[config.mk]
export PLATFORM = sky130hd
export DESIGN_NAME = muldiv_unit
export DESIGN_NICKNAME = d
export VERILOG_FILES = /design/src/rtl/muldiv_unit.sv
export SDC_FILE = /design/constraint.sdc
export NUM_CORES = 1
export LEC_CHECK = 0
export ABC_AREA = 1
export BUFFER_PORTS_ARGS = -buffer_cell sky130_fd_sc_hd__buf_4
export CAP_MARGIN = 20
export CORE_MARGIN = 10
export CORE_UTILIZATION = 42
export CTS_BUF_LIST = sky130_fd_sc_hd__clkbuf_4 sky130_fd_sc_hd__clkbuf_8
export CTS_CLUSTER_DIAMETER = 60
export DETAILED_ROUTE_END_ITERATION = 12
export PLACE_DENSITY = 0.6
export SLEW_MARGIN = 20
export SYNTH_ARGS = -nofsm -noshare
export SYNTH_HDL_FRONTEND = slang
export SYNTH_SLANG_ARGS = --single-unit
export TNS_END_PERCENT = 1
[constraint.sdc]
create_clock -name clk -period 2.2 [get_ports clk]
set_input_delay 0.11 -clock clk [delete_from_list [all_inputs] [get_ports clk]]
set_output_delay 0.11 -clock clk [all_outputs]
set_load 0.01 [all_outputs]
[src/rtl/muldiv_unit.sv]
// Iterative signed multiply/divide: shift-add multiply or restoring divide on magnitudes,
// 32 iterations plus one sign-fix cycle, results held in HI/LO until the next completed op.
module muldiv_unit #(
  parameter int WIDTH = 32
) (
  input  logic             clk,
  input  logic             reset,
  input  logic             start,
  input  logic [3:0]       alucontrol,
  input  logic [WIDTH-1:0] a,
  input  logic [WIDTH-1:0] b,
  output logic             busy,
  output logic             done,
  output logic [WIDTH-1:0] hi,
  output logic [WIDTH-1:0] lo,
  output logic [1:0]       dbg_state
);

  localparam int CW = $clog2(WIDTH);

  typedef enum logic [1:0] {
    IDLE = 2'd0,
    RUN  = 2'd1,
    FIX  = 2'd2
  } state_t;

  state_t             state, state_nx;
  logic [CW-1:0]      counter;
  logic               op_div, sa, sb;
  logic [WIDTH-1:0]   ma, mb;
  logic [2*WIDTH-1:0] acc, sh;
  logic               accept;
  logic [WIDTH:0]     rs, diff;
  logic [2*WIDTH-1:0] prod_fix;
  logic [WIDTH-1:0]   a_mag, b_mag, q, r;

  // Handshake: start is a valid with implicit ready = !busy; a request is taken only in
  // IDLE with a mult/div code, everything else is silently dropped.
  assign accept = (state == IDLE) && start &&
                  ((alucontrol == 4'b1010) || (alucontrol == 4'b1011));

  assign busy      = (state != IDLE);
  assign dbg_state = state;

  assign a_mag    = a[WIDTH-1] ? -a : a;
  assign b_mag    = b[WIDTH-1] ? -b : b;
  assign rs       = {acc[WIDTH-1:0], sh[WIDTH-1]};
  assign diff     = rs - {1'b0, mb};
  assign prod_fix = (sa ^ sb) ? -acc : acc;
  assign q        = sh[WIDTH-1:0];
  assign r        = acc[WIDTH-1:0];

  always_ff @(posedge clk) begin
    if (reset) state <= IDLE;
    else       state <= state_nx;
  end

  always_comb begin
    state_nx = state;
    case (state)
      IDLE:    if (accept) state_nx = RUN;
      RUN:     if (counter == CW'(WIDTH - 1)) state_nx = FIX;
      FIX:     state_nx = IDLE;
      default: state_nx = IDLE;
    endcase
  end

  always_ff @(posedge clk) begin
    if (reset) begin
      done    <= 1'b0;
      hi      <= '0;
      lo      <= '0;
      counter <= '0;
      op_div  <= 1'b0;
      sa      <= 1'b0;
      sb      <= 1'b0;
      ma      <= '0;
      mb      <= '0;
      acc     <= '0;
      sh      <= '0;
    end else begin
      done <= 1'b0;
      case (state)
        IDLE: begin
          if (accept) begin
            op_div  <= alucontrol[0];
            sa      <= a[WIDTH-1];
            sb      <= b[WIDTH-1];
            ma      <= a_mag;
            mb      <= b_mag;
            acc     <= '0;
            sh      <= {{WIDTH{1'b0}}, a_mag};
            counter <= '0;
          end
        end
        RUN: begin
          counter <= counter + 1'b1;
          if (!op_div) begin
            // Multiply: sh holds the shifted multiplicand, mb is consumed LSB first.
            if (mb[0]) acc <= acc + sh;
            sh <= sh << 1;
            mb <= mb >> 1;
          end else if (!diff[WIDTH]) begin
            acc[WIDTH-1:0] <= diff[WIDTH-1:0];
            sh[WIDTH-1:0]  <= {sh[WIDTH-2:0], 1'b1};
          end else begin
            acc[WIDTH-1:0] <= rs[WIDTH-1:0];
            sh[WIDTH-1:0]  <= {sh[WIDTH-2:0], 1'b0};
          end
        end
        FIX: begin
          done <= 1'b1;
          if (!op_div) begin
            {hi, lo} <= prod_fix;
          end else if (mb == '0) begin
            // Divide by zero returns the dividend untouched in HI.
            lo <= '1;
            hi <= sa ? -ma : ma;
          end else begin
            lo <= (sa ^ sb) ? -q : q;
            hi <= sa ? -r : r;
          end
        end
        default: ;
      endcase
    end
  end

endmodule
-- Word level (Yosys, flattened, before mapping)
Index checks and enable logic that the tools add are counted.
- add/sub/neg operators: 9
- multiply operators: 0
- divide/modulo/power cells: 0
- magnitude comparators: 0
- equality and inequality tests: 10
- shift operators: 0
- muxes and demuxes: 30
- bitwise gates (word level): 1
- reduce and logical (&&, ||, !) cells: 13
- operators with widths (operator ; count):
    $mux W32 ; 15
    $mux W64 ; 4
    $pmux W64 S2 ; 2
    $neg A32 Y32 ; 5
    $add A64 B64 Y64 ; 1
    $neg A64 Y64 ; 1
    $pmux W32 S2 ; 1
    $sub A33 B32 Y33 ; 1
    $logic_not A32 Y1 ; 1
    $pmux W5 S2 ; 1
    $eq A4 B4 Y1 const B ; 2
    $ne A2 B2 Y1 const B ; 4
    $reduce_and A2 Y1 ; 3
    $reduce_and A3 Y1 ; 2
    $add A5 B1 Y5 const B ; 1
    $eq A5 B5 Y1 const B ; 1
    $mux W5 ; 1
    $mux W2 ; 2
    $pmux W2 S2 ; 1
    $reduce_and A4 Y1 ; 1
    $reduce_bool A2 Y1 ; 2
    $mux W1 ; 3
    $ne A3 B3 Y1 const B ; 1
    $eq A2 B1 Y1 const B ; 1
    other kinds (5) ; 6
- register bits: 267
- latch bits: 0
- bits in writable memories: 0
- memory bits (read-only): 0
- input bits: 71
- output and inout port bits: 68
- logic and storage cells: 77
- memories kept: 0

-- Logic depth before layout (Yosys ltp)
- depth after elaboration: 5
- depth in mapped cells: 20
- depth with buffers taken out: 19

-- Least setup slack after synthesis
OpenSTA, ideal clock, no wires.
- kind: reg2reg
- from: register sh[31]
- to: register acc[29]
- library setup time: 0.132 ns
- arrival time: 2.218 ns
- required time: 2.068 ns
- path slack: -0.150 ns
- cell stages (with the launch flop): 21
- path buffers: 1
- clock period less this slack: 2.350 ns
- cells stage by stage: dfxtp_1 -> inv_1 -> ha_1 -> fa_1 -> inv_1 -> nand2_1 -> nand2_1 -> nand3_1 -> nand2_1 -> nand2_1 -> nand2_1 -> nand2_1 -> nand2_1 -> nand2_1 -> nand2_2 -> buf_4 -> nand2_1 -> nand2_1 -> nand2_1 -> nand2_1 -> a21oi_1
- longest elaborated chain between the ends: 4
- RTL lines (what ; line ; RTL):
    from (decl) ; 31 ; logic [2*WIDTH-1:0] acc, sh;
    from (signal assigned) ; 92 ; sh <= {{WIDTH{1'b0}}, a_mag};
    from (signal assigned) ; 101 ; sh <= sh << 1;
    from (signal, indexed assignment) ; 105 ; sh[WIDTH-1:0] <= {sh[WIDTH-2:0], 1'b1};
    $sub A33 B32 Y33 ; 48 ; assign diff = rs - {1'b0, mb};
    $mux W32 ; 103 ; end else if (!diff[WIDTH]) begin
    $mux W32 ; 98 ; if (!op_div) begin
    $pmux W64 S2 ; 83 ; case (state)
    to (signal assigned) ; 100 ; if (mb[0]) acc <= acc + sh;
    to (signal, indexed assignment) ; 104 ; acc[WIDTH-1:0] <= diff[WIDTH-1:0];
    to (signal, indexed assignment) ; 107 ; acc[WIDTH-1:0] <= rs[WIDTH-1:0];
    to (decl) ; 31 ;
No other way between the ends.
A chain may end at the register's enable or synchronous reset.

-- Worst setup path in the final report
- from: register sh[31]
- to: register acc[11]
Same word-level chain as after synthesis.

==> qor.txt <==
Final core occ - 0.595
Hold Vio Cnt, Final - 0
Slew headroom - 0.408
Synth unique cells - 49
Area added between synthesis and finish - 40.4%
CTS sink cnt - 267
Final Worst Setup Slack - -256 ps
Placed cell area - 0.0318 mm2
Clk buf depth - 3
Initial antenna violation count - 1
Synth cell count leaders - nand2_1, inv_1, nor2_1, a21oi_1, nand3_1
Most used DFF post-synth - dfxtp_1
Crit. End Element - register
FF-to-FF setup slack - -260 ps
Crit path launch - sh[31]
CP arrival - 3040 ps
Fin nets - 5502
Number of flops mapped to enable cells by yosys - 0
FF+latch count, synth - 267
WS Path Type - reg -> reg
Peak VDD IR - 0.000484 V
Sequential area share after synthesis - 0.214
Synth top area share - 0.215
CTS tree - yes
First-pass detailed-route iteration total - 6
Mapped Cells - 4535
Starting density of the core - 0.424
GRT overflow - 0
Routed vias - 32800
DRC - 0
Routed len/inst - 19.5 um
Reg2reg path depth - 20
Mapped Nets - 4710
Top-count cell post-synth - nand2_1
Final Slew Violations - 0
CP Launch Type - register
Worst-path fanout max - 6
Wirelength, routed - 120000 um
Cell repeated most along the worst path - nand2_4
Unrepaired setup endpoints after global routing - true
Post-route ant nets - 0
Fmax - 0.407 GHz
Pre-CTS setup slack - -386 ps
Measured slew at the worst slew-check pin - 888 ps
Post-route cell area - 0.0351 mm2
Layout cells sized above 1 - 0.233
Worst Skew - 30.8 ps
Outcome - complete, but fails checks
Ports - 139
Placer Congestion - 1.03
R2R Path Start - sh[31]
Critical Path Max Stage Delay - 370 ps
Largest net degree at the start of global routing - 105
Pwr per Cell Area - 460 mW/mm2
Leak - 0.0174 uW
Crit path required time - 2780 ps
Tcrit/Tclk final - 1.12
Tot GR Track Use - 0.327
Synth area leaders - nand2_1, dfxtp_1, inv_1
Max-cap viol count - 0
Hold Path Class - in -> reg
Die height - 264 um
Worst Setup EP - acc[11]
Hpwl dp - 95900 um
Root buf cell - clkbuf_8
Die Width - 264 um
Cell Rows - 89
Worst R2R End - acc[11]
Die ar. - 0.0698 mm2
Fin crit period - 2460 ps
Mapped Area - 0.0250 mm2
Final setup viols - 89
First-pass GRT wire length - 180000 um
H-tree depth - 2
Clock transition at path regs - 60 ps
Area leader, netlist - nand2_1
Synthesis Warnings - 0
Cell at the slowest stage of the critical path - fa_2
CORE AREA - 0.0590 mm2
Avg Inst Size Synth - 5.52 um2
Async SR Flop Fraction - 0
Violations in the final reports - setup timing
Clk Latency, worst-skew pair - 670 ps
1st-iter DRT viols - 3330
IO Port Bufs - 138
Worst-path cell chain - inv_2, ha_4, fa_2, inv_2, nand2_2, nand2_2, nand3_2, nand2_2, nand2_2, nand2_4, nand2_4, nand2_4, nand2_4, nand2_4, buf_8, buf_16, nand2_1, nand3_1, nand2_1, a21oi_1
Number of global-route vias before repair - 30500
Via density - 5.33
CTS buffer count - 52
[metrics by stage]
stage	hold slack [ps]	TNS, ps	total power (uW)	std cells
3_3_place_gp	408	-21390	9740	5959
4_1_cts	4.64	-7550	15900	6141
6_report	35.0	-10260	16200	6144
5_1_grt	27.0	-24130	16900	6144
2_1_floorplan	281	-8.36	7700	4535
3_5_place_dp	419	-23270	9760	5959
[cells in the final DEF, fill, tap and decap left out, types with 5 or more instances in the layout]
cell and count:
nor2_1 439, o22ai_1 14, a31oi_1 34, clkbuf_8 63, inv_1 608, nor3_1 35
o2111ai_1 8, nand2_4 15, nand3_2 27, ha_1 69, o21ai_1 38, xor2_1 63
dfxtp_4 5, nor2_2 60, o21ai_0 239, dfxtp_1 238, o21ai_2 5, clkinv_2 10
nand2_2 71, buf_4 787, nor2_4 14, nand3_1 321, nand2_1 1354, a21oi_1 384
buf_12 28, nor4_1 8, nor3_2 9, dfxtp_2 24, ha_4 31, a21o_1 5
o21bai_1 13, xnor2_1 19, a21oi_2 28, nand4_1 61, buf_6 6, dlygate4sd3_1 69
inv_2 21, o211ai_1 35, clkbuf_4 15, nand3b_1 33
[timing repair]
| item | 4_1_cts | 5_1_grt |
|---|---|---|
| gates cloned | 3 | 1 |
| buffers inserted | 14 | 1 |
| pin swaps | 36 | 32 |
| endpoints found under the hold margin | 85 | 0 |
| setup endpoints to repair | 123 | 135 |
| gates resized for setup | 184 | 174 |
| hold buffers | 69 | 0 |
[layer usage]
layer  vias up  GRT usage  wire [um]
li1      16200          -          -
met1     15000      0.438      53000
met2      1267      0.509      51800
met3       227     0.0538       9290
met4         0      0.142       5700
met5         -          0          0
[worst min-delay path by stage]
stage / startpoint / endpoint / slack [ps] / depth (start not counted)
floorplan: a[0] / ma[0] / 280 / 2
global placement: alucontrol[0] / op_div / 410 / 3
detailed placement: alucontrol[0] / op_div / 420 / 3
CTS: alucontrol[3] / counter[0] / 5 / 6
global route: alucontrol[3] / counter[0] / 30 / 6
finish: alucontrol[3] / counter[0] / 40 / 6
[state kept, by name, summed over array words and instances, names as in the netlist, 2 cells and up]
| register | flops |
|---|---|
| sh | 64 |
| mb | 32 |
| acc | 64 |
| dbg_state | 2 |
| lo | 32 |
| counter | 5 |
| ma | 32 |
| hi | 32 |
[area by class of cell]
class / count / area [um2]
clock buffers: 78 / 980
repair buffers: 895 / 7350
flip-flops and latches: 267 / 5390
clock inverters: 19 / 170
fillers: 6067 / 23900
multi-input cells: 3480 / 17900
diodes: 1 / 2.50
inverters: 631 / 2370
well taps: 773 / 967
[report_power, final]
| group | total (uW) | internal [uW] | switching, uW |
|---|---|---|---|
| registers | 5040 | 4940 | 105 |
| logic | 5530 | 2300 | 3230 |
| clock network | 5610 | 3110 | 2500 |
| total | 16200 | 10400 | 5830 |
[worst max-delay path, delay by kind of cell, from the launching register on]
kind                       cells  cell delay (ps)
and+or+nand+nor               13              990
adders and majority gates      2              520
buffers and inverters          4              380
DFF                            1              340
AOI/OAI and AO/OA              1              130
[cells by family (layout without fill, tap and decap cells)]
| group | after synthesis | after routing | share of synthesized area |
|---|---|---|---|
| AO/OA/AOI/OAI | 825 | 825 | 0.177 |
| XOR/XNOR | 85 | 85 | 0.0297 |
| adder cells (fa/ha/maj) | 104 | 104 | 0.0526 |
| buffers and inverters | 788 | 1623 | 0.121 |
| flip-flops | 267 | 267 | 0.214 |
| other | 0 | 1 | 0 |
| AND/OR/NAND/NOR | 2466 | 2466 | 0.406 |
(Power assumes the default switching activity.)
